File: config.mk
export PLATFORM = sky130hd
export DESIGN_NAME = alu_result_stage_flat
export DESIGN_NICKNAME = d
export VERILOG_FILES = /design/src/rtl/alu_result_stage_if.sv /design/src/rtl/alu_result_stage.sv /design/src/flat_wrapper.sv
export SDC_FILE = /design/constraint.sdc
export NUM_CORES = 1
export LEC_CHECK = 0
export CAP_MARGIN = 20
export CELL_PAD_IN_SITES_DETAIL_PLACEMENT = 0
export CELL_PAD_IN_SITES_GLOBAL_PLACEMENT = 2
export CORE_ASPECT_RATIO = 2
export CORE_UTILIZATION = 28
export DETAILED_ROUTE_END_ITERATION = 6
export GPL_ROUTABILITY_DRIVEN = 0
export GPL_TIMING_DRIVEN = 0
export PLACE_DENSITY = 0.87
export SLEW_MARGIN = 20
export SYNTH_ARGS = -nofsm -noshare
export SYNTH_HDL_FRONTEND = slang
export SYNTH_SLANG_ARGS = --single-unit
File: constraint.sdc
create_clock -name clk -period 2.2 [get_ports clk]
set_input_delay 0.66 -clock clk [delete_from_list [all_inputs] [get_ports clk]]
set_output_delay 0.66 -clock clk [all_outputs]
set_load 0.05 [all_outputs]
File: src/rtl/alu_result_stage_if.sv
// Handshake bundle for the EX->MEM result stage: the ALU-side input and MEM-side output.
// The stage itself uses the slave modport; whatever drives it uses master.
interface alu_result_stage_if #(
    parameter int DATA_W  = 32,
    parameter int PC_W    = 32,
    parameter int RADDR_W = 5
);
    logic               in_valid;
    logic               in_ready;
    logic [DATA_W-1:0]  in_result;
    logic               in_ovf;
    logic               in_ovf_en;
    logic [DATA_W-1:0]  in_store;
    logic [RADDR_W-1:0] in_waddr;
    logic [2:0]         in_ctrl;
    logic [PC_W-1:0]    in_pc;

    logic               out_valid;
    logic               out_ready;
    logic [DATA_W-1:0]  out_result;
    logic [DATA_W-1:0]  out_store;
    logic [RADDR_W-1:0] out_waddr;
    logic [2:0]         out_ctrl;
    logic [PC_W-1:0]    out_pc;
    logic               exc_req;
    logic [PC_W-1:0]    exc_epc;

    modport slave (
        input  in_valid, in_result, in_ovf, in_ovf_en, in_store, in_waddr, in_ctrl, in_pc,
        output in_ready,
        output out_valid, out_result, out_store, out_waddr, out_ctrl, out_pc, exc_req, exc_epc,
        input  out_ready
    );

    modport master (
        output in_valid, in_result, in_ovf, in_ovf_en, in_store, in_waddr, in_ctrl, in_pc,
        input  in_ready,
        input  out_valid, out_result, out_store, out_waddr, out_ctrl, out_pc, exc_req, exc_epc,
        output out_ready
    );
endinterface

File: src/rtl/alu_result_stage.sv
// EX->MEM register stage with a main+skid buffer so in_ready is registered, and
// precise overflow traps that kill the trapping entry's side effects and squash younger ones.
module alu_result_stage #(
    parameter int DATA_W  = 32,
    parameter int PC_W    = 32,
    parameter int RADDR_W = 5
) (
    input  logic               clk,
    input  logic               reset,
    input  logic               flush,
    alu_result_stage_if.slave  bus
);
    typedef struct packed {
        logic               exc;
        logic [2:0]         ctrl;
        logic [RADDR_W-1:0] waddr;
        logic [PC_W-1:0]    pc;
        logic [DATA_W-1:0]  store;
        logic [DATA_W-1:0]  result;
    } entry_t;

    entry_t main_q;
    entry_t skid_q;
    entry_t in_entry;
    logic   main_valid;
    logic   skid_valid;
    logic   exc_pending;
    logic   trap;
    logic   acc_in;
    logic   acc_out;
    logic   keep_in;
    logic   exc_req;

    // A trapping entry keeps its PC for the EPC but loses reg/mem write enables.
    always_comb begin
        in_entry        = '0;
        trap            = bus.in_ovf & bus.in_ovf_en;
        in_entry.exc    = trap;
        in_entry.ctrl   = trap ? 3'b000 : bus.in_ctrl;
        in_entry.waddr  = bus.in_waddr;
        in_entry.pc     = bus.in_pc;
        in_entry.store  = bus.in_store;
        in_entry.result = bus.in_result;
    end

    assign acc_in  = bus.in_valid & ~skid_valid;
    assign acc_out = main_valid & bus.out_ready;
    assign keep_in = acc_in & ~exc_pending;

    always_ff @(posedge clk) begin
        if (reset || flush) begin
            main_valid  <= 1'b0;
            skid_valid  <= 1'b0;
            exc_pending <= 1'b0;
            main_q      <= '0;
            skid_q      <= '0;
        end else begin
            if (acc_in && trap) begin
                exc_pending <= 1'b1;
            end
            if (!main_valid) begin
                if (keep_in) begin
                    main_q     <= in_entry;
                    main_valid <= 1'b1;
                end
            end else if (acc_out) begin
                // skid is always older than anything arriving this cycle
                if (skid_valid) begin
                    main_q     <= skid_q;
                    skid_valid <= 1'b0;
                end else if (keep_in) begin
                    main_q <= in_entry;
                end else begin
                    main_valid <= 1'b0;
                end
            end else if (keep_in) begin
                skid_q     <= in_entry;
                skid_valid <= 1'b1;
            end
        end
    end

    assign exc_req        = main_valid & main_q.exc;
    assign bus.in_ready   = ~skid_valid;
    assign bus.out_valid  = main_valid;
    assign bus.out_result = main_q.result;
    assign bus.out_store  = main_q.store;
    assign bus.out_waddr  = main_q.waddr;
    assign bus.out_ctrl   = main_q.ctrl;
    assign bus.out_pc     = main_q.pc;
    assign bus.exc_req    = exc_req;
    assign bus.exc_epc    = exc_req ? main_q.pc : '0;
endmodule

File: src/flat_wrapper.sv
// flat-port wrapper written by rule: the top's interface ports become plain ports
module alu_result_stage_flat 
#(
    parameter int DATA_W  = 32,
    parameter int PC_W    = 32,
    parameter int RADDR_W = 5
)
  (clk, reset, flush, bus_in_valid, bus_in_result, bus_in_ovf, bus_in_ovf_en, bus_in_store, bus_in_waddr, bus_in_ctrl, bus_in_pc, bus_in_ready, bus_out_valid, bus_out_result, bus_out_store, bus_out_waddr, bus_out_ctrl, bus_out_pc, bus_exc_req, bus_exc_epc, bus_out_ready);
  alu_result_stage_if #(.DATA_W(DATA_W), .PC_W(PC_W), .RADDR_W(RADDR_W)) bus_i ();
  input  logic clk;
  input  logic reset;
  input  logic flush;
  input wire logic [$bits(bus_i.in_valid)-1:0] bus_in_valid;
  input wire logic [$bits(bus_i.in_result)-1:0] bus_in_result;
  input wire logic [$bits(bus_i.in_ovf)-1:0] bus_in_ovf;
  input wire logic [$bits(bus_i.in_ovf_en)-1:0] bus_in_ovf_en;
  input wire logic [$bits(bus_i.in_store)-1:0] bus_in_store;
  input wire logic [$bits(bus_i.in_waddr)-1:0] bus_in_waddr;
  input wire logic [$bits(bus_i.in_ctrl)-1:0] bus_in_ctrl;
  input wire logic [$bits(bus_i.in_pc)-1:0] bus_in_pc;
  output wire logic [$bits(bus_i.in_ready)-1:0] bus_in_ready;
  output wire logic [$bits(bus_i.out_valid)-1:0] bus_out_valid;
  output wire logic [$bits(bus_i.out_result)-1:0] bus_out_result;
  output wire logic [$bits(bus_i.out_store)-1:0] bus_out_store;
  output wire logic [$bits(bus_i.out_waddr)-1:0] bus_out_waddr;
  output wire logic [$bits(bus_i.out_ctrl)-1:0] bus_out_ctrl;
  output wire logic [$bits(bus_i.out_pc)-1:0] bus_out_pc;
  output wire logic [$bits(bus_i.exc_req)-1:0] bus_exc_req;
  output wire logic [$bits(bus_i.exc_epc)-1:0] bus_exc_epc;
  input wire logic [$bits(bus_i.out_ready)-1:0] bus_out_ready;
  assign bus_i.in_valid = bus_in_valid;
  assign bus_i.in_result = bus_in_result;
  assign bus_i.in_ovf = bus_in_ovf;
  assign bus_i.in_ovf_en = bus_in_ovf_en;
  assign bus_i.in_store = bus_in_store;
  assign bus_i.in_waddr = bus_in_waddr;
  assign bus_i.in_ctrl = bus_in_ctrl;
  assign bus_i.in_pc = bus_in_pc;
  assign bus_in_ready = bus_i.in_ready;
  assign bus_out_valid = bus_i.out_valid;
  assign bus_out_result = bus_i.out_result;
  assign bus_out_store = bus_i.out_store;
  assign bus_out_waddr = bus_i.out_waddr;
  assign bus_out_ctrl = bus_i.out_ctrl;
  assign bus_out_pc = bus_i.out_pc;
  assign bus_exc_req = bus_i.exc_req;
  assign bus_exc_epc = bus_i.exc_epc;
  assign bus_i.out_ready = bus_out_ready;
  alu_result_stage #(.DATA_W(DATA_W), .PC_W(PC_W), .RADDR_W(RADDR_W)) u_core (.clk(clk), .reset(reset), .flush(flush), .bus(bus_i));
endmodule
==> run metrics, run 1 <==
setup TNS -2.521 ns; port bufs 249; YS warnings 0; Hold Buf Count CTS 0; final setup violation count 33; site row count 95; synthesized flop and latch total 213; final period utilization 1.045; R2R Setup Slk 0.23 ns; Max Cap Violations 0; largest net degree at the start of global routing 16; initial antenna violation count 10; Core Region 0.03352 mm2; first-pass GRT wire length 51,780 um; DRT iter0 DRCs 450; Compound-Gate Fraction of Synth Area 0.2658; vias in the first global route 9,129; Post-Layout Cell Count 1,854; FF-to-FF path depth 7; Pwr Density 651.8 mW/mm2; nets@finish 1,507; Fin. Hold Viols 0; die height 262.4 um; Post-DP Area 0.01257 mm2; Pre-Repair DR Iteration Count 5; Slew @ Worst Pin 0.6109 ns; RSZ-0062 raised after global routing true; Area Overhead vs Synth 44.77%; f_max 0.4349 GHz; status complete, but fails checks; IO Count 250; routed via count 8,901; total power after layout 8956 uW; critical path start-end classification flip-flop to output port; Hold EP u_core.bus.out_result[16]$_SDFFE_PP0P_; xor-xnor portion of the synthesized cell area 0; post-synthesis simple-gate area fraction 0.1507; HPWL Detailed 25,100 um; clk root buf clkbuf_16; Slew Viols, Final 0; Synthesized Nets 1,222; launch point of the worst reg-to-reg path u_core.skid_valid$_SDFFE_PP0P_; hold crit path type flip-flop to flip-flop; PnR worst setup slack -0.09931 ns; ys flop type dfxtp_1; Mapped Avg Cell Area 8.543 um2; Setup Skew 0.007952 ns; Worst Hold Path Cells 2; Yosys cell types 33; Data arrival, critical path 1.64 ns; layout cells sized above 1 0.2479; mux cell area share after synthesis 0; asr flop ratio synth 0; initial core utilization 0.2832; Leakage 0.005490 uW; Die Area 0.03468 mm2; vias per cell 4.801; fin util 0.4099; Relative slew margins 0.5927; Die Wd 132.2 um; GR Util All Layers 0.1949; violated checks setup timing; Startpoint Class flip-flop; total global routing overflow 0; largest family of logic cells by synthesized area compound AO/OA/AOI/OAI gates; Sink Count 213; CTS Buf Count 21; clk buf depth 3; worst-path fanout max 7; R2R Path End u_core.bus.out_result[26]$_SDFFE_PP0P_; adder-cell share of the synthesized area 0; Final ANT Viol Nets 0; sequential-to-total area share from yosys stat 0.4492; Worst Path Required 1.54 ns; Skew-Pair Late Insertion Delay 0.51 ns; Reg clk slew, reported paths 0.07 ns; drc violations 0; Hold Path Origin u_core.bus.out_result[16]$_SDFFE_PP0P_; Mapped Cells 1,111; Post-synth EDFFs 0; DRT Wirelength 34,400 um; H-tree Lvls 1; Final min period 2.299 ns; VDD IR-drop max 417.9 uV; Syn Std Cell Area 0.009492 mm2; CTS tree built; placed insts 1,796; CP endpoint kind output port; routed len/inst 18.55 um; Final Cell Area 0.01374 mm2
routing by layer:
layer	vias up	track usage	share of wire
met5	-	0	0
met2	241	0.3864	0.56
met1	4244	0.1869	0.35
met4	0	0.1143	0.051
met3	74	0.02566	0.039
li1	4342	-	-
per-stage QoR:
stage / setup slack, ns / hold WS (ns)
4_1_cts: -0.1580 / 0.4520
3_5_place_dp: -1.021 / 0.4429
2_1_floorplan: 0.04807 / 0.4322
3_3_place_gp: -1.028 / 0.4374
6_report: -0.09931 / 0.4512
5_1_grt: -0.1439 / 0.4633
cells in the mapped netlist, types with 2 or more instances:
master     count  area (um2)
and3_1        34       212.7
a211oi_1       2       15.01
o2bb2ai_2     30       450.4
nand2_1      272        1021
nand3_1       14       70.07
o21ai_0       33       165.2
a22o_1        31       271.5
buf_6          6       67.56
nor2b_1        3       18.77
nand2b_1       2       12.51
buf_4        114       855.8
clkbuf_1      57       214.0
o2bb2ai_1     35       306.5
dfxtp_1      213        4264
buf_2         26       130.1
inv_1          2       7.510
a311oi_1       7       61.31
a21oi_1      135       675.7
nor2_1        14       52.55
a22oi_1       68       510.5
flip-flops by register name (all words and copies together), names as in the netlist:
name / cells
u_core.skid_q: 105
u_core.bus.out_pc: 32
u_core.bus.out_result: 32
u_core.bus.out_store: 32
u_core.bus.out_waddr: 5
u_core.bus.out_ctrl: 3
u_core.bus.out_valid: 1
u_core.exc_pending: 1
u_core.main_q: 1
u_core.skid_valid: 1
layout make-up:
| cell class | instances | area, um2 |
|---|---|---|
| Clock inverter | 5 | 75.07 |
| Sequential cell | 213 | 4269 |
| Buffer | 202 | 1414 |
| Antenna cell | 10 | 25.02 |
| Timing Repair Buffer | 263 | 2683 |
| Clock buffer | 30 | 599.3 |
| Multi-Input combinational cell | 693 | 4119 |
| Inverter | 2 | 11.26 |
| Fill cell | 3437 | 19780 |
| Tap cell | 436 | 545.5 |
timing repair:
| action | 4_1_cts | 5_1_grt |
|---|---|---|
| cloned | 4 | 0 |
| pin swaps | 0 | 1 |
| gates resized for setup | 478 | 72 |
| endpoints found under the setup margin | 274 | 194 |
| setup buffers | 7 | 3 |
cell families (layout without fill, tap and decap cells):
kind of cell | count (synthesis) | in the layout
other | 0 | 10
AND/OR/NAND/NOR | 344 | 344
buffers and inverters | 205 | 502
AO/OA/AOI/OAI | 349 | 349
flip-flops | 213 | 213
power breakdown:
group	leakage, uW	internal [uW]	total, uW	switching, uW
registers	0.00173	3930	4000	63.4
clock network	0.000334	2120	3700	1580
logic	0.00343	535	1260	723
worst max-delay path, stage by stage, from the launching register on:
cell	delay, ns
dfxtp_2	0.33
buf_6	0.14
buf_12	0.15
clkbuf_16	0.16
and3_4	0.19
buf_8	0.14
placed cells by master (no fill, tap or decap), drive strengths merged:
cell type / netlist / routed
and2: 1 / 1
diode: 0 / 10
a22o: 31 / 31
clkinvlp: 0 / 1
inv: 2 / 1
a311oi: 7 / 7
a41o: 1 / 1
nand2b: 2 / 2
a211oi: 2 / 2
buf: 146 / 189
a21o: 1 / 1
a22oi: 68 / 68
o211a: 1 / 1
nor2b: 3 / 3
dfxtp: 213 / 213
a41oi: 1 / 1
nor3b: 1 / 1
o211ai: 1 / 1
nand2: 272 / 272
o21ai: 34 / 34
o221ai: 1 / 1
clkinv: 0 / 3
clkbuf: 57 / 106
or2: 1 / 1
a21oi: 135 / 135
clkdlybuf4s50: 0 / 110
nor2: 15 / 15
nand3: 14 / 14
bufinv: 0 / 2
clkdlybuf4s15: 0 / 35
or3b: 1 / 1
dlygate4sd2: 0 / 55
o2bb2ai: 65 / 65
a221oi: 1 / 1
and3: 34 / 34
how the worst max path moves through the flow:
stage,startpoint,to
2_1_floorplan,u_core.bus.out_valid$_SDFF_PP0_,bus_exc_epc[0]
3_3_place_gp,u_core.bus.out_valid$_SDFF_PP0_,bus_exc_epc[1]
3_5_place_dp,u_core.bus.out_valid$_SDFF_PP0_,bus_exc_epc[1]
4_1_cts,u_core.bus.out_valid$_SDFF_PP0_,bus_exc_epc[1]
5_1_grt,u_core.bus.out_valid$_SDFF_PP0_,bus_exc_epc[2]
6_report,u_core.bus.out_valid$_SDFF_PP0_,bus_exc_epc[0]
Note: power is estimated with default switching activity, not from simulation.
==> inputs of run 2 (changes only) <==
--- a/config.mk
+++ b/config.mk
@@ -10,6 +10,7 @@
 export CELL_PAD_IN_SITES_GLOBAL_PLACEMENT = 2
 export CORE_ASPECT_RATIO = 2
 export CORE_UTILIZATION = 28
+export CTS_CLUSTER_SIZE = 12
 export DETAILED_ROUTE_END_ITERATION = 6
 export GPL_ROUTABILITY_DRIVEN = 0
 export GPL_TIMING_DRIVEN = 0
==> run 2 against run 1 <==
  * The flow still finishes with violations (setup timing)
  * Clock skew increased by 0.0015 ns
  * Total power down 2.3%
  * Clock power fell by 5.7%
  * Setup slack lost 0.013 ns
  * Combinational power barely moved
  * Fmax shrank 0.57%
  * Non-clock buffer count rose by 1
  * Final area hardly changed
  * Worst hold slack worse by 0.00074 ns
  * Wire length decreased by 0.41%
  * Largest power group unchanged
==> run metrics, run 2 (synthesis results as in run 1) <==
site row count 95; DRT iter0 DRCs 399; routed len/inst 18.52 um; Flop pwr share 0.457; final setup violation count 33; vias per cell 4.822; Final min period 2.312 ns; Clock power frac 0.399; fillers 3,435; total power after layout 8753 uW; CTS Buf Count 22; Setup Skew 0.009434 ns; Sink Count 213; max reg flops 105; Leakage 0.005460 uW; vias in the first global route 9,073; Die Wd 132.2 um; first-pass GRT wire length 51,630 um; VDD IR-drop max 417.4 uV; most frequent cells in the layout nand2_1, dfxtp_1, a21oi_1, buf_4, clkdlybuf4s50_1; status complete, but fails checks; nets@finish 1,509; Pwr Density 637.6 mW/mm2; FF/Latch Area 0.004269 mm2; largest net degree at the start of global routing 16; net switching fraction of the power 0.2636; CTS tree built; RSZ-0062 raised after global routing true; commonest non-fill, non-tap cell in the layout nand2_1; Slew Viols, Final 0; Slew @ Worst Pin 0.5990 ns; Psw 2308 uW; Worst Hold Path Cells 2; layout cells sized above 1 0.2477; Comb pwr share 0.144; initial antenna violation count 9; FF-to-FF path depth 7; Die Area 0.03468 mm2; routed via count 8,921; H-tree Lvls 1; crit path to bus_exc_epc[0]; Worst Path Required 1.54 ns; Core Region 0.03352 mm2; critical path start-end classification flip-flop to output port; violated checks setup timing; HPWL Detailed 25,100 um; Max Cap Violations 0; hold crit path type flip-flop to flip-flop; clk root buf clkbuf_16; P_int 6445 uW; Pre-Repair DR Iteration Count 5; die height 262.4 um; final period utilization 1.051; Reg clk slew, reported paths 0.06 ns; f_max 0.4324 GHz; GR Util All Layers 0.1935; Startpoint Class flip-flop; Relative slew margins 0.6007; Area Overhead vs Synth 44.64%; PnR worst setup slack -0.1124 ns; area of the multi-input gates 0.004123 mm2; port bufs 249; Skew-Pair Late Insertion Delay 0.51 ns; R2R Setup Slk 0.24 ns; CP endpoint kind output port; launch point of the worst reg-to-reg path u_core.skid_valid$_SDFFE_PP0P_; R2R Path End u_core.bus.out_result[26]$_SDFFE_PP0P_; clk buf depth 3; Critical Path Start u_core.bus.out_valid$_SDFF_PP0_; Fin. Hold Viols 0; total global routing overflow 0; Data arrival, critical path 1.65 ns; Biggest register u_core.skid_q; IO Count 250; fin util 0.4096; initial core utilization 0.2832; drc violations 0; Final ANT Viol Nets 0; worst-path fanout max 7; Hold Buf Count CTS 0; DRT Wirelength 34,260 um
-- run 2: stage by stage --
step	TNS, ns	worst slack, ns	area (um2)	hold slack, ns	cells
after floorplan	0	0.04807	9534	0.4322	1111
after global placement	-148.50	-1.028	12570	0.4374	1796
after detailed placement	-150.49	-1.021	12570	0.4429	1796
after CTS	-3.992	-0.1458	13670	0.4515	1837
after global routing	-4.190	-0.1583	13730	0.4621	1850
final	-2.547	-0.1124	13730	0.4504	1850
-- run 2: timing repair --
action,in CTS,in global routing
gates cloned,4,0
endpoints found under the setup margin,275,190
pin swaps,0,1
setup buffers,7,4
resized for setup,498,55
-- run 2: worst min-delay path by stage --
stage	endpoint	from
global route	u_core.bus.out_result[12]$_SDFFE_PP0P_	u_core.bus.out_result[12]$_SDFFE_PP0P_
global placement	u_core.skid_q[8]$_SDFFE_PP0P_	u_core.skid_q[8]$_SDFFE_PP0P_
floorplan	u_core.bus.out_result[10]$_SDFFE_PP0P_	u_core.bus.out_result[10]$_SDFFE_PP0P_
detailed placement	u_core.skid_q[9]$_SDFFE_PP0P_	u_core.skid_q[9]$_SDFFE_PP0P_
finish	u_core.bus.out_result[19]$_SDFFE_PP0P_	u_core.bus.out_result[19]$_SDFFE_PP0P_
CTS	u_core.skid_q[9]$_SDFFE_PP0P_	u_core.skid_q[9]$_SDFFE_PP0P_
-- run 2: power by group through the flow --
stage,clock network (uW),registers (uW),logic (uW)
final,3490,4000,1260
after global routing,3710,4010,1340
after CTS,3610,4000,1270
after detailed placement,0,4080,1250
after global placement,0,4080,1240
after floorplan,0,4060,715
-- run 2: critical path: stages (launching register included) --
cell and delay (ns):
dfxtp_2 0.33, buf_6 0.14, buf_12 0.15, clkbuf_16 0.16
and3_4 0.20, buf_8 0.14
-- run 2: area by class of cell --
| class | instances | share of cell area |
|---|---|---|
| flip-flops and latches | 213 | 0.3110 |
| well taps | 436 | 0.03974 |
| inverters | 2 | 0.0008203 |
| multi-input cells | 693 | 0.3003 |
| repair buffers | 264 | 0.1971 |
| plain buffers | 202 | 0.1029 |
| diodes | 9 | 0.001641 |
| clock buffers | 29 | 0.04575 |
| clock inverters | 2 | 0.0007291 |
-- run 2: metal layers --
metal,GRT usage,routed length (um),vias up
li1,-,-,4341
met1,0.1868,12000,4241
met2,0.3861,19220,267
met3,0.02623,1514,72
met4,0.1044,1530,0
met5,0,0,-
==> inputs of run 3 (changes only) <==
--- a/config.mk
+++ b/config.mk
@@ -5,7 +5,6 @@
 export SDC_FILE = /design/constraint.sdc
 export NUM_CORES = 1
 export LEC_CHECK = 0
-export CAP_MARGIN = 20
 export CELL_PAD_IN_SITES_DETAIL_PLACEMENT = 0
 export CELL_PAD_IN_SITES_GLOBAL_PLACEMENT = 2
 export CORE_ASPECT_RATIO = 2
==> results of run 3 <==
Same layout as run 2: the final DEF is identical, and so are final timing and power.
==> variant: new RTL, settings of run 3 <==
`PC_W` is set to 32 in 3 places; all go to 48.
--- a/src/rtl/alu_result_stage_if.sv
+++ b/src/rtl/alu_result_stage_if.sv
@@ -3,5 +3,5 @@
 interface alu_result_stage_if #(
     parameter int DATA_W  = 32,
-    parameter int PC_W    = 32,
+    parameter int PC_W    = 48,
     parameter int RADDR_W = 5
 );
--- a/src/rtl/alu_result_stage.sv
+++ b/src/rtl/alu_result_stage.sv
@@ -3,5 +3,5 @@
 module alu_result_stage #(
     parameter int DATA_W  = 32,
-    parameter int PC_W    = 32,
+    parameter int PC_W    = 48,
     parameter int RADDR_W = 5
 ) (
--- a/src/flat_wrapper.sv
+++ b/src/flat_wrapper.sv
@@ -3,5 +3,5 @@
 #(
     parameter int DATA_W  = 32,
-    parameter int PC_W    = 32,
+    parameter int PC_W    = 48,
     parameter int RADDR_W = 5
 )
Interface: changed (resized bus_exc_epc, bus_in_pc and bus_out_pc); port bits go from 250 to 298. No check against the original RTL was run, so the function may have changed too.
==> variant against run 3 <==
The run still ends with setup timing left. Final cell count increased by 13%. Final area increased by 15%. Critical path depth unchanged. Global-route usage increased by 1.4 points. Synthesized area increased by 12%. Hold slack got worse by 0.0018 ns. Power increased by 14%. Setup slack got worse by 0.056 ns. Wire length increased by 19%. Sequential cell count increased by 32. Highest routed layer is now met5.
==> variant: results (changes against run 3) <==
outcome finished, violations left; violated checks setup timing; vias in the first global route 10300 (+14%); P_sw 2.68 mW (+16%); number of flip-flops under the largest register name 121 (+15%); n_diodes 6 (-3); total routed wirelength 40700 microns (+19%); pwr/cell area 633 nW/um^2 (-0.67%); register share of total power 46.0% (+0.3 points); CP max stage cell dfxtp_2; Global Route Usage Sum 20.7% (+1.4 points); Final WS setup -0.168 ns (-0.0557 ns); placed inst area 14300 sq um (+14%); Worst-Skew Late Latency 0.54 ns (+0.03 ns); Seq/Total Area, Yosys 46.0% (+1.1 points); RR Startpoint u_core.bus.out_valid; ratio of cells with drive above 1 in the final layout 26.2% (+1.4 points); crit-path max FO 5 (-2); ClkCell Share 4.49% (-0.16 points); count of plain and timing-repair buffers 549 (+18%); Sink Count 245 (+15%); post-DP HPWL 29800 microns (+19%); fin nets 1741 (+15%); setup_tns -6.10 ns (-3.56 ns); synth cell count leaders nand2_1 (305), dfxtp_1 (245), a21oi_1 (151); Worst path max stage delay 0.35 ns (+0.02 ns); top area cells in the synthesized netlist dfxtp_1 (46%), nand2_1 (11%), buf_4 (8.4%); 1st-pass router iterations 6 (+1); # clk buffers 34 (+17%); Worst R2R End u_core.bus.out_pc[43]; clock group power 3.98 mW (+14%); CTS buffer count 25 (+14%); placed instance count 2030 (+13%); Post-Synthesis Net Count 1401 (+15%); worst r2r path cells 10 (+3); Fill cells 3760 (+9.5%); Setup Viol. Count Final 49 (+48%); CORE AREA 37400 sq um (+12%); Avg Cell Area, Syn 8.37 sq um (-2.0%); antenna violations before repair 7 (-2); routed length per placed instance 19.5 microns (+5.2%); Seq area share 31.1% (about the same); Worst EP arrival 1.71 ns (+0.06 ns); NonClk Buf Share 31.4% (+1.4 points); Port Buf Inserts 297 (+19%); Max Clock Skew 0.0144 ns (+0.00495 ns); VDD IR max 536 uV (+28%); Worst Setup EP bus_exc_epc[35]; flop2flop setup slack 0.15 ns (-0.09 ns); Unique masters post-synth 33 (unchanged)
==> variant: changes by cell type after synthesis, sizes merged <==
cell	change
a21oi	+16
and3	+16
buf	+14
nand3	+1
o2bb2ai	+15
nor2	+1
clkbuf	+19
a311oi	+1
a22oi	+15
nand2	+33
dfxtp	+32
==> variant: worst min path at each step <==
stage / end / from / slack, ns / cells after the start
floorplan: u_core.bus.out_result[10] / u_core.bus.out_result[10] / 0.43 / 2
global placement: u_core.skid_q[12] / u_core.skid_q[12] / 0.44 / 2
detailed placement: u_core.skid_q[22] / u_core.skid_q[22] / 0.44 / 2
CTS: u_core.skid_q[22] / u_core.skid_q[22] / 0.45 / 2
global route: u_core.skid_q[22] / u_core.skid_q[22] / 0.46 / 2
finish: u_core.bus.out_result[21] / u_core.bus.out_result[21] / 0.45 / 2
==> variant: repair_timing <==
action,in CTS,in global routing
resized for setup,734,91
endpoints found under the hold margin,0,0
setup endpoints to repair,379,301
setup buffers,9,5
cloned,7,0
pin swaps,1,1
==> variant: cell families (layout without fill, tap and decap cells) <==
family / Yosys count / count (layout) / synth area share [%]
buffers and inverters: 238 / 587 / 13.2
flip-flops: 245 / 245 / 46.0
AND/OR/NAND/NOR: 395 / 395 / 15.7
other: 0 / 6 / 0
AO/OA/AOI/OAI: 396 / 396 / 25.1
==> variant: stage by stage <==
step / hold WS, ns / setup WS (ns)
floorplan: 0.432 / -0.0128
global placement: 0.438 / -1.38
detailed placement: 0.443 / -1.27
CTS: 0.452 / -0.245
global route: 0.464 / -0.208
finish: 0.449 / -0.168
==> variant: per-layer routing <==
metal / vias up / track usage [%] / part of all wire, %
li1: 5010 / - / -
met1: 4807 / 20.9 / 36
met2: 272 / 42.0 / 57
met3: 48 / 2.55 / 3.9
met4: 2 / 7.97 / 2.8
met5: - / 0 / 0.027
